[config.mk]
export PLATFORM = sky130hd
export DESIGN_NAME = uart_xcvr
export DESIGN_NICKNAME = d
export VERILOG_FILES = /design/src/rtl/uart_pkg.sv /design/src/rtl/uart_fifo.sv /design/src/rtl/uart_xcvr.sv
export SDC_FILE = /design/constraint.sdc
export NUM_CORES = 1
export LEC_CHECK = 0
export ABC_CLOCK_PERIOD_IN_PS = 2880
export BUFFER_PORTS_ARGS = -buffer_cell sky130_fd_sc_hd__buf_2
export CORE_MARGIN = 2
export CORE_UTILIZATION = 32
export CTS_CLUSTER_SIZE = 16
export DETAILED_ROUTE_END_ITERATION = 10
export GPL_TIMING_DRIVEN = 0
export PLACE_DENSITY = 0.47
export SLEW_MARGIN = 5
export SYNTH_ARGS = -nofsm -noshare
export SYNTH_HDL_FRONTEND = slang
export SYNTH_HIERARCHICAL = 1
export SYNTH_SLANG_ARGS = --single-unit
[constraint.sdc]
create_clock -name clk -period 2.88 [get_ports clk]
set_clock_uncertainty 0.05 [all_clocks]
set_input_delay 0.144 -clock clk [delete_from_list [all_inputs] [get_ports clk]]
set_output_delay 0.144 -clock clk [all_outputs]
set_load 0.005 [all_outputs]
[src/rtl/uart_pkg.sv]
// rtl/uart_pkg.sv - shared encodings, FSM states and helpers for the UART transceiver
package uart_pkg;

   localparam int PAR_NONE = 0;
   localparam int PAR_EVEN = 1;
   localparam int PAR_ODD  = 2;

   typedef enum logic [2:0] {
      S_IDLE,
      S_START,
      S_DATA,
      S_PARITY,
      S_STOP
   } uart_state_e;

   function automatic int uart_div(input int clk_hz, input int baud);
      return (clk_hz + 8 * baud) / (16 * baud);
   endfunction

   // Payload arrives zero-extended to 8 bits; the padding does not change the XOR.
   function automatic logic parity_bit(input logic [7:0] payload, input int mode);
      return (mode == PAR_ODD) ? ~(^payload) : ^payload;
   endfunction

endpackage

[src/rtl/uart_fifo.sv]
// rtl/uart_fifo.sv - synchronous show-ahead FIFO used for the TX and RX byte queues
module uart_fifo #(
   parameter int WIDTH = 8,
   parameter int DEPTH = 16
) (
   input  logic             clk_i,
   input  logic             rst_ni,
   input  logic             push_i,
   input  logic [WIDTH-1:0] push_data_i,
   output logic             full_o,
   input  logic             pop_i,
   output logic [WIDTH-1:0] pop_data_o,
   output logic             empty_o
);

   localparam int AW = $clog2(DEPTH);

   logic [WIDTH-1:0] mem_q [DEPTH];
   logic [AW:0]      wr_ptr_q, wr_ptr_d;
   logic [AW:0]      rd_ptr_q, rd_ptr_d;
   logic             do_push, do_pop;

   // Pointers carry one wrap bit so full and empty are distinguishable.
   assign empty_o = (wr_ptr_q == rd_ptr_q);
   assign full_o  = (wr_ptr_q[AW] != rd_ptr_q[AW]) && (wr_ptr_q[AW-1:0] == rd_ptr_q[AW-1:0]);
   assign do_push = push_i && !full_o;
   assign do_pop  = pop_i && !empty_o;

   always_comb begin
      wr_ptr_d = wr_ptr_q;
      rd_ptr_d = rd_ptr_q;
      if (do_push) wr_ptr_d = wr_ptr_q + (AW+1)'(1);
      if (do_pop)  rd_ptr_d = rd_ptr_q + (AW+1)'(1);
   end

   always_ff @(posedge clk_i or negedge rst_ni) begin
      if (!rst_ni) begin
         wr_ptr_q <= '0;
         rd_ptr_q <= '0;
      end else begin
         wr_ptr_q <= wr_ptr_d;
         rd_ptr_q <= rd_ptr_d;
      end
   end

   always_ff @(posedge clk_i) begin
      if (do_push) mem_q[wr_ptr_q[AW-1:0]] <= push_data_i;
   end

   assign pop_data_o = empty_o ? '0 : mem_q[rd_ptr_q[AW-1:0]];

endmodule

[src/rtl/uart_xcvr.sv]
// rtl/uart_xcvr.sv - full-duplex UART with 16x oversampled receive and TX/RX byte FIFOs
module uart_xcvr
   import uart_pkg::*;
#(
   parameter int CLK_HZ     = 50_000_000,
   parameter int BAUD       = 115_200,
   parameter int DATA_BITS  = 8,
   parameter int PARITY     = 0,
   parameter int STOP_BITS  = 1,
   parameter int FIFO_DEPTH = 16
) (
   input  logic                 clk,
   input  logic                 rst,
   input  logic                 rx,
   output logic                 tx,
   input  logic [DATA_BITS-1:0] tx_data,
   input  logic                 tx_valid,
   output logic                 tx_ready,
   output logic [DATA_BITS-1:0] rx_data,
   output logic                 rx_perr,
   output logic                 rx_ferr,
   output logic                 rx_valid,
   input  logic                 rx_ready,
   output logic                 rx_overrun,
   output logic                 tx_busy
);

   localparam int DIV      = uart_div(CLK_HZ, BAUD);
   localparam int DIV_W    = (DIV > 1) ? $clog2(DIV) : 1;
   localparam int BIT_CLKS = 16 * DIV;
   localparam int BC_W     = $clog2(BIT_CLKS);

   logic [DIV_W-1:0] div_cnt_q;
   logic             tick;

   assign tick = (div_cnt_q == DIV_W'(DIV - 1));

   always_ff @(posedge clk or negedge rst) begin
      if (!rst)      div_cnt_q <= '0;
      else if (tick) div_cnt_q <= '0;
      else           div_cnt_q <= div_cnt_q + DIV_W'(1);
   end

   logic                   tx_full, tx_empty, tx_pop;
   logic [DATA_BITS-1:0]   tx_fifo_dout;
   logic                   rx_push, rx_full, rx_empty;
   logic [DATA_BITS+1:0]   rx_fifo_din, rx_fifo_dout;

   uart_fifo #(.WIDTH(DATA_BITS), .DEPTH(FIFO_DEPTH)) u_tx_fifo (
      .clk_i(clk), .rst_ni(rst),
      .push_i(tx_valid), .push_data_i(tx_data), .full_o(tx_full),
      .pop_i(tx_pop), .pop_data_o(tx_fifo_dout), .empty_o(tx_empty)
   );

   uart_fifo #(.WIDTH(DATA_BITS + 2), .DEPTH(FIFO_DEPTH)) u_rx_fifo (
      .clk_i(clk), .rst_ni(rst),
      .push_i(rx_push), .push_data_i(rx_fifo_din), .full_o(rx_full),
      .pop_i(rx_ready), .pop_data_o(rx_fifo_dout), .empty_o(rx_empty)
   );

   assign tx_ready = !tx_full;
   assign rx_valid = !rx_empty;
   assign rx_data  = rx_fifo_dout[DATA_BITS-1:0];
   assign rx_perr  = rx_fifo_dout[DATA_BITS];
   assign rx_ferr  = rx_fifo_dout[DATA_BITS+1];

   logic                 rx_s1_q, rx_s2_q, rx_prev_q;
   uart_state_e          rx_state_q, rx_state_d;
   logic [3:0]           rx_tick_q, rx_tick_d;
   logic [2:0]           rx_idx_q, rx_idx_d;
   logic [DATA_BITS-1:0] rx_shift_q, rx_shift_d;
   logic                 rx_s7_q, rx_s7_d, rx_s8_q, rx_s8_d;
   logic                 rx_perr_q, rx_perr_d;
   logic                 rx_overrun_q;
   logic                 rx_maj, rx_at9, rx_at15;

   assign rx_maj  = (rx_s7_q & rx_s8_q) | (rx_s7_q & rx_s2_q) | (rx_s8_q & rx_s2_q);
   assign rx_at9  = tick && (rx_tick_q == 4'd9);
   assign rx_at15 = tick && (rx_tick_q == 4'd15);
   assign rx_fifo_din = {~rx_maj, rx_perr_q, rx_shift_q};

   always_comb begin
      rx_state_d = rx_state_q;
      rx_tick_d  = rx_tick_q;
      rx_idx_d   = rx_idx_q;
      rx_shift_d = rx_shift_q;
      rx_s7_d    = rx_s7_q;
      rx_s8_d    = rx_s8_q;
      rx_perr_d  = rx_perr_q;
      rx_push    = 1'b0;
      if (tick) begin
         rx_tick_d = rx_tick_q + 4'd1;
         if (rx_tick_q == 4'd7) rx_s7_d = rx_s2_q;
         if (rx_tick_q == 4'd8) rx_s8_d = rx_s2_q;
      end
      case (rx_state_q)
         S_IDLE: begin
            rx_tick_d = '0;
            if (rx_prev_q && !rx_s2_q) begin
               rx_state_d = S_START;
               rx_idx_d   = '0;
               rx_perr_d  = 1'b0;
            end
         end
         S_START: begin
            if (tick && (rx_tick_q == 4'd8) && rx_s2_q) rx_state_d = S_IDLE;
            else if (rx_at15)                          rx_state_d = S_DATA;
         end
         S_DATA: begin
            if (rx_at9) rx_shift_d = {rx_maj, rx_shift_q[DATA_BITS-1:1]};
            if (rx_at15) begin
               if (rx_idx_q == 3'(DATA_BITS - 1)) begin
                  rx_idx_d   = '0;
                  rx_state_d = (PARITY != PAR_NONE) ? S_PARITY : S_STOP;
               end else begin
                  rx_idx_d = rx_idx_q + 3'd1;
               end
            end
         end
         S_PARITY: begin
            if (rx_at9)  rx_perr_d  = (rx_maj != parity_bit(8'(rx_shift_q), PARITY));
            if (rx_at15) rx_state_d = S_STOP;
         end
         S_STOP: begin
            // Frame completes mid stop bit so a back-to-back start edge is never missed.
            if (rx_at9) begin
               rx_push    = 1'b1;
               rx_state_d = S_IDLE;
            end
         end
         default: rx_state_d = S_IDLE;
      endcase
   end

   always_ff @(posedge clk or negedge rst) begin
      if (!rst) begin
         rx_s1_q      <= 1'b1;
         rx_s2_q      <= 1'b1;
         rx_prev_q    <= 1'b1;
         rx_state_q   <= S_IDLE;
         rx_tick_q    <= '0;
         rx_idx_q     <= '0;
         rx_shift_q   <= '0;
         rx_s7_q      <= 1'b1;
         rx_s8_q      <= 1'b1;
         rx_perr_q    <= 1'b0;
         rx_overrun_q <= 1'b0;
      end else begin
         rx_s1_q      <= rx;
         rx_s2_q      <= rx_s1_q;
         rx_prev_q    <= rx_s2_q;
         rx_state_q   <= rx_state_d;
         rx_tick_q    <= rx_tick_d;
         rx_idx_q     <= rx_idx_d;
         rx_shift_q   <= rx_shift_d;
         rx_s7_q      <= rx_s7_d;
         rx_s8_q      <= rx_s8_d;
         rx_perr_q    <= rx_perr_d;
         rx_overrun_q <= rx_push && rx_full;
      end
   end

   assign rx_overrun = rx_overrun_q;

   uart_state_e          tx_state_q, tx_state_d;
   logic [BC_W-1:0]      tx_cnt_q, tx_cnt_d;
   logic [2:0]           tx_idx_q, tx_idx_d;
   logic [DATA_BITS-1:0] tx_shift_q, tx_shift_d;
   logic                 tx_par_q, tx_par_d;
   logic                 tx_q, tx_d;
   logic                 tx_busy_q;
   logic                 tx_bit_end;

   assign tx_bit_end = (tx_cnt_q == BC_W'(BIT_CLKS - 1));

   always_comb begin
      tx_state_d = tx_state_q;
      tx_idx_d   = tx_idx_q;
      tx_shift_d = tx_shift_q;
      tx_par_d   = tx_par_q;
      tx_pop     = 1'b0;
      tx_cnt_d   = (tx_state_q == S_IDLE || tx_bit_end) ? '0 : tx_cnt_q + BC_W'(1);
      case (tx_state_q)
         S_IDLE: begin
            if (!tx_empty) begin
               tx_pop     = 1'b1;
               tx_shift_d = tx_fifo_dout;
               tx_par_d   = parity_bit(8'(tx_fifo_dout), PARITY);
               tx_state_d = S_START;
            end
         end
         S_START: begin
            if (tx_bit_end) begin
               tx_state_d = S_DATA;
               tx_idx_d   = '0;
            end
         end
         S_DATA: begin
            if (tx_bit_end) begin
               tx_shift_d = {1'b0, tx_shift_q[DATA_BITS-1:1]};
               if (tx_idx_q == 3'(DATA_BITS - 1)) begin
                  tx_idx_d   = '0;
                  tx_state_d = (PARITY != PAR_NONE) ? S_PARITY : S_STOP;
               end else begin
                  tx_idx_d = tx_idx_q + 3'd1;
               end
            end
         end
         S_PARITY: begin
            if (tx_bit_end) begin
               tx_state_d = S_STOP;
               tx_idx_d   = '0;
            end
         end
         S_STOP: begin
            if (tx_bit_end) begin
               if (tx_idx_q != 3'(STOP_BITS - 1)) begin
                  tx_idx_d = tx_idx_q + 3'd1;
               end else if (!tx_empty) begin
                  tx_pop     = 1'b1;
                  tx_shift_d = tx_fifo_dout;
                  tx_par_d   = parity_bit(8'(tx_fifo_dout), PARITY);
                  tx_state_d = S_START;
               end else begin
                  tx_state_d = S_IDLE;
               end
            end
         end
         default: tx_state_d = S_IDLE;
      endcase
      case (tx_state_q)
         S_START:  tx_d = 1'b0;
         S_DATA:   tx_d = tx_shift_q[0];
         S_PARITY: tx_d = tx_par_q;
         default:  tx_d = 1'b1;
      endcase
   end

   always_ff @(posedge clk or negedge rst) begin
      if (!rst) begin
         tx_state_q <= S_IDLE;
         tx_cnt_q   <= '0;
         tx_idx_q   <= '0;
         tx_shift_q <= '0;
         tx_par_q   <= 1'b0;
         tx_q       <= 1'b1;
         tx_busy_q  <= 1'b0;
      end else begin
         tx_state_q <= tx_state_d;
         tx_cnt_q   <= tx_cnt_d;
         tx_idx_q   <= tx_idx_d;
         tx_shift_q <= tx_shift_d;
         tx_par_q   <= tx_par_d;
         tx_q       <= tx_d;
         tx_busy_q  <= !tx_empty || (tx_state_q != S_IDLE);
      end
   end

   assign tx      = tx_q;
   assign tx_busy = tx_busy_q;

endmodule

# Word-level counts from Yosys, hierarchy flattened
# Memories as Yosys holds them, arrays and structs flattened.
# Index checks and enable logic that the tools add are counted.
[op_classes] n_addsub=9 multipliers=0 div_mod_pow=0 n_lt_le_gt_ge=0 n_eq_ne=39 shifts=0 mux=56 bitwise=6 reduce_logical=42
[ops] operator="3-bit two-way mux" count=22
[ops] operator="8-bit two-way mux" count=5
[ops] operator="3-bit case mux with 5 select lines" count=2
[ops] operator="2-bit != test, second input constant" count=14
[ops] operator="5-bit by 1-bit adder with 5-bit output, second input constant" count=5
[ops] operator="8-bit case mux with 3 select lines" count=1
[ops] operator="8-bit parity" count=2
[ops] operator="1-bit two-way mux" count=15
[ops] operator="3-bit by 2-bit == test with 1-bit output, second input constant" count=4
[ops] operator="3-bit == test, second input constant" count=4
[ops] operator="4-bit == test, second input constant" count=3
[ops] operator="1-bit logical AND" count=12
[ops] operator="3-bit nonzero test" count=4
[ops] operator="5-bit == test" count=2
[ops] operator="10-bit two-way mux" count=1
[ops] operator="9-bit by 1-bit adder with 9-bit output, second input constant" count=1
[ops] operator="9-bit == test, second input constant" count=1
[ops] operator="9-bit two-way mux" count=1
[ops] operator="3-bit case mux with 3 select lines" count=1
[ops] operator="3-bit AND reduction" count=3
[ops] operator="4-bit == test" count=2
[ops] operator="4-bit two-way mux" count=2
[ops] operator="2-bit nonzero test" count=4
[ops] operator="7-bit AND reduction" count=1
[ops] operator="23 further kinds" count=40
[word_totals] ff_bits=76 latchBits=0 ramBits=288 romBits=0 input_bits=13 output_inout_bits=15 wordCells=177 mem_count=2
[mem_list] memory="u_rx_fifo.mem_q" words=16 width=10 read_ports=1 rd_clocked_by_memory_dff=0 wr=1 line="uart_fifo.sv:18" text="logic [WIDTH-1:0] mem_q [DEPTH];"
[mem_list] memory="u_tx_fifo.mem_q" words=16 width=8 read_ports=1 rd_clocked_by_memory_dff=0 wr=1 line="uart_fifo.sv:18"

# Depth between registers and ports, before layout
# Gate-level depths: netlist of the first run.
[logic_depth] depth_word=7 ltp_mapped=10 ltp_nobuf=9

# Cells and area by module
# Netlist of the first run, hierarchy kept.
[modules_own_cells] module="uart_fifo (u_rx_fifo)" instances=1 cells_per_inst=319 area_per_inst_um2=6811.5 seq_area_each_um2=5054.8
[modules_own_cells] module="uart_fifo (u_tx_fifo)" instances=1 cells_per_inst=268 area_per_inst_um2=5574.1 seq_area_each_um2=4093.9
[modules_own_cells] module="uart_xcvr" instances=1 cells_per_inst=253 area_per_inst_um2=2965.3 seq_area_each_um2=1408.9

# Worst setup path after synthesis of the first run
# No wires, ideal clock.
[synth_timing] kind="reg-to-reg" start="reg div_cnt_q[0]" end="mem u_rx_fifo/mem_q[3][0] (netlist bit), enable pin" setup_time_ps=390 arrival_time_ps=2305 t_required_ps=2440 path_slack_ps=135 path_stages_with_launch=8 path_buffers=0 synth_period_minus_slack_ps=2745 path_cell_list="dfrtp_1 inv_1 ha_1 nand4b_2 nor4b_4 and3_1 o211ai_2 nor3_1"
[synth_via] elab_chain_len=7
[synth_rtl] element="start: declaration" line="uart_xcvr.sv:33" text="logic [DIV_W-1:0] div_cnt_q;"
[synth_rtl] element="start signal: assignment" line="uart_xcvr.sv:41" text="else div_cnt_q <= div_cnt_q + DIV_W'(1);"
[synth_rtl] element="5-bit == test" line="uart_xcvr.sv:36" text="assign tick = (div_cnt_q == DIV_W'(DIV - 1));"
[synth_rtl] element="1-bit logical AND" line="uart_xcvr.sv:78" text="assign rx_at9 = tick && (rx_tick_q == 4'd9);"
[synth_rtl] element="1-bit two-way mux" line="uart_xcvr.sv:126" text="if (rx_at9) begin"
[synth_rtl] element="1-bit two-way mux" line="uart_xcvr.sv:96" text="case (rx_state_q)"
[synth_rtl] element="net rx_push" line="uart_xcvr.sv:46" text="logic rx_push, rx_full, rx_empty;"
[synth_rtl] element="1-bit logical AND" line="uart_fifo.sv:26" text="assign do_push = push_i && !full_o;"
[synth_rtl] element="1-bit two-way mux" line="uart_fifo.sv:47" text="if (do_push) mem_q[wr_ptr_q[AW-1:0]] <= push_data_i;"
[synth_rtl] element="1-bit two-way mux (implied by the code)" line="uart_fifo.sv:47"
[synth_rtl] element="end: declaration" line="uart_fifo.sv:18"
# The timed path passes the listed nets, and every way through them passes these cells.

# Worst setup path after layout of the first run
[layout_timing] start="reg u_rx_fifo.rd_ptr_q[0]" end="out rx_data[5]"
[layout_via] elab_chain_len=2 elab_cells_between_ends=3 cone_classes="eq/ne: 1; mux: 1; memory: 1"
[layout_rtl] element="start: declaration" line="uart_fifo.sv:20" text="logic [AW:0] rd_ptr_q, rd_ptr_d;"
[layout_rtl] element="start signal: assignment" line="uart_fifo.sv:42" text="rd_ptr_q <= rd_ptr_d;"
[layout_rtl] element="memory read 16 x 10 bit or 5-bit == test (tied branches)"
[layout_rtl] element="10-bit two-way mux *" line="uart_fifo.sv:50" text="assign pop_data_o = empty_o ? '0 : mem_q[rd_ptr_q[AW-1:0]];"
[layout_rtl] element="end: declaration" line="uart_xcvr.sv:19" text="output logic [DATA_BITS-1:0] rx_data,"
# Every way passes the cells marked *; elsewhere a longest branch is shown, timed or not.

==> flow_summary.json, run 1 <==
{
  "antenna_found_initial": 0,
  "cp-startpoint": "u_rx_fifo/rd_ptr_q[0]",
  "p_leak_nw": 5.96,
  "grt_pass1_wl_microns": 49300,
  "dr_total_vias": 7619,
  "reg2reg_from": "u_tx_fifo/rd_ptr_q[0]",
  "power.density_nw_per_um2": 652,
  "htreeDepth": 2,
  "gp_congestion": 0.759,
  "path_buf_inv": 3,
  "num_io_pins": 28,
  "synth-compound-area-share": 0.0456,
  "num_antenna_cells": 0,
  "hp-class": "input port to async pin",
  "setup_viol": 0,
  "cts_tree": "done",
  "whs_ps": 79.4,
  "die_y_microns": 223,
  "power_mw": 11.6,
  "seq_area_frac_synth": 0.688,
  "tns_ps": 0,
  "clock.fmax_ghz": 0.359,
  "rsz0062_at_grt": "false",
  "die_w_microns": 223,
  "dr.pass1.iters": 4,
  "grt-ovfl-total": 0,
  "worst_ir_drop_vdd_v": 0.000488,
  "synth_enable_flop_cells": 288,
  "clk_pin_slew_worst_paths_ps": 60,
  "synth_top_family_by_area": "multiplexers",
  "synthSimpleGateAreaFrac": 0.0560,
  "crit_chain": "buf_6 -> buf_6 -> mux4_2 -> a22oi_1 -> a21oi_1 -> buf_2",
  "grtUsageTotal": 0.132,
  "synth_warnings": 6,
  "cpMostUsedCell": "buf_6",
  "vias_per_cell": 4.83,
  "period_needed_ps": 2780,
  "final-hold-violation-count": 0,
  "core_area_sq_um": 47500,
  "slowest_delay_ps": 530,
  "crit_type": "flop to primary output",
  "cp.required_ps": 2690,
  "maxCapViolations": 0,
  "async_flop_share": 0.209,
  "syn_nets": 874,
  "syn_area_per_cell_sq_um": 18.3,
  "finalNetCount": 962,
  "wl_per_cell_microns": 20.4,
  "grt_pass1_vias": 7732,
  "die-area_sq_um": 49700,
  "route.detailed.drc": 0,
  "layout_worst_path_cycle_share": 0.966,
  "synth-xor-area-share": 0.0345,
  "synth_fa_ha_area_frac": 0.0178,
  "initial_utilization": 0.323,
  "status": "finished, final reports clean",
  "ctsLongestPathBuffers": 3,
  "io_buffers": 27,
  "slowest_stage": "mux4_2",
  "tightestPinTransition_ps": 950,
  "cp_max_fo": 10,
  "end_kind": "primary output",
  "drive_above_1_share": 0.289,
  "post-place-ws_ps": -291,
  "synth_cell_types": 64,
  "clk_latency_ps": 540,
  "postRouteAntennaNets": 0,
  "rows": 80,
  "drv_slew": 0,
  "cts.sinks": 364,
  "first_iter_violations": 427,
  "cts_root_buf": "clkbuf_16",
  "totalWireLength_microns": 32200,
  "synth_ff_type": "edfxtp_1",
  "setup.worst_path.start_class": "flop",
  "cp_top_family": "compound AO/OA/AOI/OAI gates",
  "ys_ff_latch": 364,
  "setup_ws_ps": 98.3,
  "area_delta_synth_final_pct": 16.0,
  "yosys-mux-area-fraction": 0.136,
  "max_slew_margin": 0.365,
  "worstPathArrival_ps": 2590,
  "placed_cell_area_sq_um": 16300,
  "fin_area_sq_um": 17800,
  "syn_inst": 840,
  "synth_area_sq_um": 15400,
  "dp_hpwl_microns": 20400,
  "numCtsBuffers": 42,
  "grt_max_degree": 61
}
cell usage in the layout (no fill, tap or decap), types with 8 or more instances in the layout:
cell	Yosys	routed
nor2b_1	14	13
dfrtp_1	70	70
ha_1	21	21
edfxtp_1	288	288
xor2_1	9	9
a22oi_1	36	30
xnor2_1	34	34
dlygate4sd3_1	0	13
nor2_1	24	24
mux4_2	69	69
and3_1	30	16
clkbuf_1	6	17
clkbuf_16	0	43
a21oi_1	27	27
xnor2_2	8	8
buf_2	11	37
buf_6	12	13
and3_2	0	11
nand3_1	8	8
mux2_4	18	18
nand2_1	16	16
mux2_2	12	12
o21ai_0	10	10
inv_1	21	20
layer usage:
| layer | part of all wire | global-route usage |
|---|---|---|
| met1 | 0.47 | 0.190 |
| met2 | 0.46 | 0.204 |
| met5 | 0.0017 | 0 |
| met3 | 0.037 | 0.0238 |
| met4 | 0.023 | 0.0396 |
sequential cells by signal, summed over array words and instances, names as in the netlist, 4 cells and up:
name,cells
u_rx_fifo/mem_q,160
rx_shift_q,8
div_cnt_q,5
u_tx_fifo/mem_q,128
tx_cnt_q,9
u_rx_fifo/rd_ptr_q,5
u_rx_fifo/wr_ptr_q,5
u_tx_fifo/wr_ptr_q,5
u_tx_fifo/rd_ptr_q,5
rx_tick_q,4
tx_shift_q,8
cell families after synthesis:
logic type                 Yosys count
xor gates and xnor gates            52
muxes                              107
buffers and inverters               59
DFF                                364
AOI/OAI and AO/OA                  100
and+or+nand+nor                    136
adders and majority gates           22
through the flow:
step	utilization	instances
floorplan	-	840
global placement	0.342	1482
detailed placement	0.343	1484
CTS	0.373	1574
global route	0.374	1576
finish	0.374	1576
Yosys cell counts (3+ instances only):
| cell type | count | area [sq um] |
|---|---|---|
| a21oi_1 | 27 | 135 |
| a22oi_1 | 36 | 270 |
| and2_1 | 5 | 31.3 |
| and3_1 | 30 | 188 |
| and4_1 | 3 | 26.3 |
| and4b_1 | 3 | 30.0 |
| buf_1 | 3 | 11.3 |
| buf_2 | 11 | 55.1 |
| buf_4 | 4 | 30.0 |
| buf_6 | 12 | 135 |
| clkbuf_1 | 6 | 22.5 |
| dfrtp_1 | 70 | 1750 |
| dfstp_2 | 6 | 158 |
| edfxtp_1 | 288 | 8650 |
| ha_1 | 21 | 263 |
| inv_1 | 21 | 78.8 |
| mux2_2 | 12 | 135 |
| mux2_4 | 18 | 270 |
| mux2i_1 | 4 | 40.0 |
| mux4_1 | 3 | 78.8 |
| mux4_2 | 69 | 1550 |
| nand2_1 | 16 | 60.1 |
| nand2b_1 | 5 | 31.3 |
| nand3_1 | 8 | 40.0 |
| nand4_1 | 4 | 25.0 |
| nand4_4 | 3 | 63.8 |
| nor2_1 | 24 | 90.1 |
| nor2b_1 | 14 | 87.6 |
| nor3_1 | 6 | 30.0 |
| o2111ai_1 | 4 | 35.0 |
| o211ai_1 | 7 | 52.6 |
| o21ai_0 | 10 | 50.1 |
| o21ai_1 | 3 | 15.0 |
| xnor2_1 | 34 | 298 |
| xnor2_2 | 8 | 130 |
| xor2_1 | 9 | 78.8 |
final cells by class:
| cell class | count | area (sq um) |
|---|---|---|
| fillers | 4360 | 29700 |
| flip-flops and latches | 364 | 10600 |
| multi-input cells | 417 | 4530 |
| clock buffers | 60 | 1170 |
| well taps | 615 | 769 |
| repair buffers | 44 | 322 |
| plain buffers | 37 | 270 |
| clock inverters | 17 | 97.6 |
| inverters | 22 | 82.6 |
final timing paths:
check	slack (ps)	endpoint	cells after the start
min reg2reg	310	rx_s2_q	0
min	80	tx	2
max	100	rx_data[5]	6
min in group clk	210	rx_s1_q	2
max in group asynchronous	1550	tx_state_q[1]	3
max reg2reg	190	tx_par_q	9
power breakdown:
group          total, mW  internal, mW  switching, mW
sequential          5.95          5.87         0.0765
combinational      0.762         0.305          0.457
clock               4.89          2.84           2.05
what timing repair did:
item | CTS | global route
endpoints found under the setup margin | 128 | 136
buffers inserted | 0 | 2
pin swaps | 0 | 1
gates resized for setup | 13 | 21
hold buffers | 13 | 0
hold endpoints to repair | 207 | 0
Power figures use the tool's default switching activity.
==> run 2: changes to the inputs <==
--- a/config.mk
+++ b/config.mk
@@ -5,14 +5,14 @@
 export SDC_FILE = /design/constraint.sdc
 export NUM_CORES = 1
 export LEC_CHECK = 0
-export ABC_CLOCK_PERIOD_IN_PS = 2880
+export ABC_CLOCK_PERIOD_IN_PS = 3600
 export BUFFER_PORTS_ARGS = -buffer_cell sky130_fd_sc_hd__buf_2
 export CORE_MARGIN = 2
 export CORE_UTILIZATION = 32
 export CTS_CLUSTER_SIZE = 16
 export DETAILED_ROUTE_END_ITERATION = 10
 export GPL_TIMING_DRIVEN = 0
-export PLACE_DENSITY = 0.47
+export PLACE_DENSITY = 0.45
 export SLEW_MARGIN = 5
 export SYNTH_ARGS = -nofsm -noshare
 export SYNTH_HDL_FRONTEND = slang
==> constraint.sdc (replaced) <==
create_clock -name clk -period 3.6 [get_ports clk]
set_clock_uncertainty 0.05 [all_clocks]
set_input_delay 0.18 -clock clk [delete_from_list [all_inputs] [get_ports clk]]
set_output_delay 0.18 -clock clk [all_outputs]
set_load 0.005 [all_outputs]
==> run 2 against run 1 <==
Net effect:
- die area unchanged
- wire length up 2.8%
- sequential power down 20%
- sequential share of layout area barely moved
- total power decreased by 16%
- clock power down 11%
- non-clock buffer count shrank 6
- final area about the same
- worst setup slack improved by 340 ps
- worst hold slack got worse by 73 ps
- critical path type is now flop to flop
- largest power group unchanged
- highest routed layer is now met4
==> flow_summary.json, run 2 (same netlist as run 1, synthesis figures left out) <==
{
  "worstPathArrival_ps": 3290,
  "gp_congestion": 0.727,
  "drv_slew": 0,
  "core_area_sq_um": 47500,
  "cp_max_fo": 10,
  "rows": 80,
  "end_kind": "flop",
  "max_slew_margin": 0.252,
  "layout_common_cells": "edfxtp_1, dfrtp_1, mux4_2",
  "maxCapViolations": 0,
  "setup_viol": 0,
  "p_leak_nw": 5.99,
  "dp_hpwl_microns": 21100,
  "dr.pass1.iters": 4,
  "cts.sinks": 364,
  "tightestPinTransition_ps": 1120,
  "clock.fmax_ghz": 0.316,
  "power.density_nw_per_um2": 546,
  "setup.worst_path.start_class": "flop",
  "area_delta_synth_final_pct": 15.9,
  "finalNetCount": 955,
  "largest_register_ffs": 160,
  "io_buffers": 27,
  "postRouteAntennaNets": 0,
  "antenna_found_initial": 0,
  "first_iter_violations": 438,
  "clk_latency_ps": 570,
  "grt_max_degree": 58,
  "final-hold-violation-count": 0,
  "final_common_cell": "edfxtp_1",
  "grtUsageTotal": 0.136,
  "totalWireLength_microns": 33100,
  "worst_ir_drop_vdd_v": 0.000304,
  "grt_pass1_vias": 7928,
  "grt_pass1_wl_microns": 50700,
  "cts_tree": "done",
  "grt-ovfl-total": 0,
  "period_needed_ps": 3160,
  "initial_utilization": 0.323,
  "die-area_sq_um": 49700,
  "cts_root_buf": "clkbuf_16",
  "wl_per_cell_microns": 21.1,
  "num_io_pins": 28,
  "crit_type": "flop to flop",
  "route.detailed.drc": 0,
  "clk_pin_slew_worst_paths_ps": 60,
  "vias_per_cell": 4.87,
  "final_util": 0.374,
  "cp.required_ps": 3720,
  "status": "finished, final reports clean",
  "layout_worst_path_cycle_share": 0.878,
  "numCtsBuffers": 41,
  "tns_ps": 0,
  "die_w_microns": 223,
  "die_y_microns": 223,
  "ctsLongestPathBuffers": 3,
  "drive_above_1_share": 0.265,
  "num_antenna_cells": 0,
  "htreeDepth": 2,
  "power_mw": 9.72,
  "dr_total_vias": 7645,
  "hp-class": "input port to flop",
  "rsz0062_at_grt": "false"
}
[run 2: cell types whose count changed in the layout (fill, tap and decap cells not counted), sizes merged]
cell	delta
buf	-2
dlygate4sd3	-4
clkbuf	-9
clkinv	+1
bufinv	+7
[run 2: area by class of cell]
| cell class | instances | area (sq um) |
|---|---|---|
| clock inverter | 25 | 318 |
| multi-input combinational | 417 | 4460 |
| tap | 615 | 769 |
| timing repair buffer | 38 | 267 |
| clock buffer | 51 | 1080 |
| inverter | 22 | 82.6 |
| buffer | 37 | 259 |
| fill | 4411 | 29700 |
| sequential | 364 | 10600 |
[run 2: per-layer routing]
layer,global-route usage,routed length (microns)
met1,0.196,16000
met2,0.211,15400
met3,0.0254,1150
met4,0.0420,658
met5,0,0
[run 2: through the flow]
stage	setup slack (ps)	hold WS (ps)	cell area [sq um]	std cells
finish	439	6.48	17800	1569
global route	238	11.3	17800	1569
CTS	415	0.581	17800	1569
detailed placement	435	55.8	16300	1484
global placement	-111	237	16300	1482
floorplan	855	-166	15400	840
[run 2: worst paths after layout]
kind | depth (start not counted) | from | to | slack, ps
max in group asynchronous | 3 | rst | rx_s1_q | 2830
worst max-delay path | 7 | div_cnt_q[0] | u_rx_fifo/mem_q[7][8] | 440
min in group asynchronous | 2 | rst | tx_busy | 20
worst min register to register | 0 | rx_s1_q | rx_s2_q | 310
worst min-delay path | 1 | tx_data[2] | u_tx_fifo/mem_q[7][2] | 6
worst max register to register | 7 | div_cnt_q[0] | u_rx_fifo/mem_q[7][8] | 440
[run 2: report_power, final]
part / total, mW / leakage, nW / switching, mW / internal, mW
Combinational: 0.615 / 2.01 / 0.374 / 0.241
Clock: 4.34 / 0.679 / 1.69 / 2.65
Sequential: 4.76 / 3.30 / 0.0641 / 4.70
[run 2: repair_timing]
action / in CTS / in global routing
gates resized for setup: 0 / 0
hold buffers: 9 / 0
buffers inserted: 0 / 0
hold endpoints to repair: 159 / 0
[run 2: worst max-delay path, stage by stage (launching register included)]
cell,delay [ps]
dfrtp_1,410
inv_1,70
ha_1,200
nand4b_2,200
nor4b_4,420
and3_1,360
o211ai_2,180
nor2b_1,900
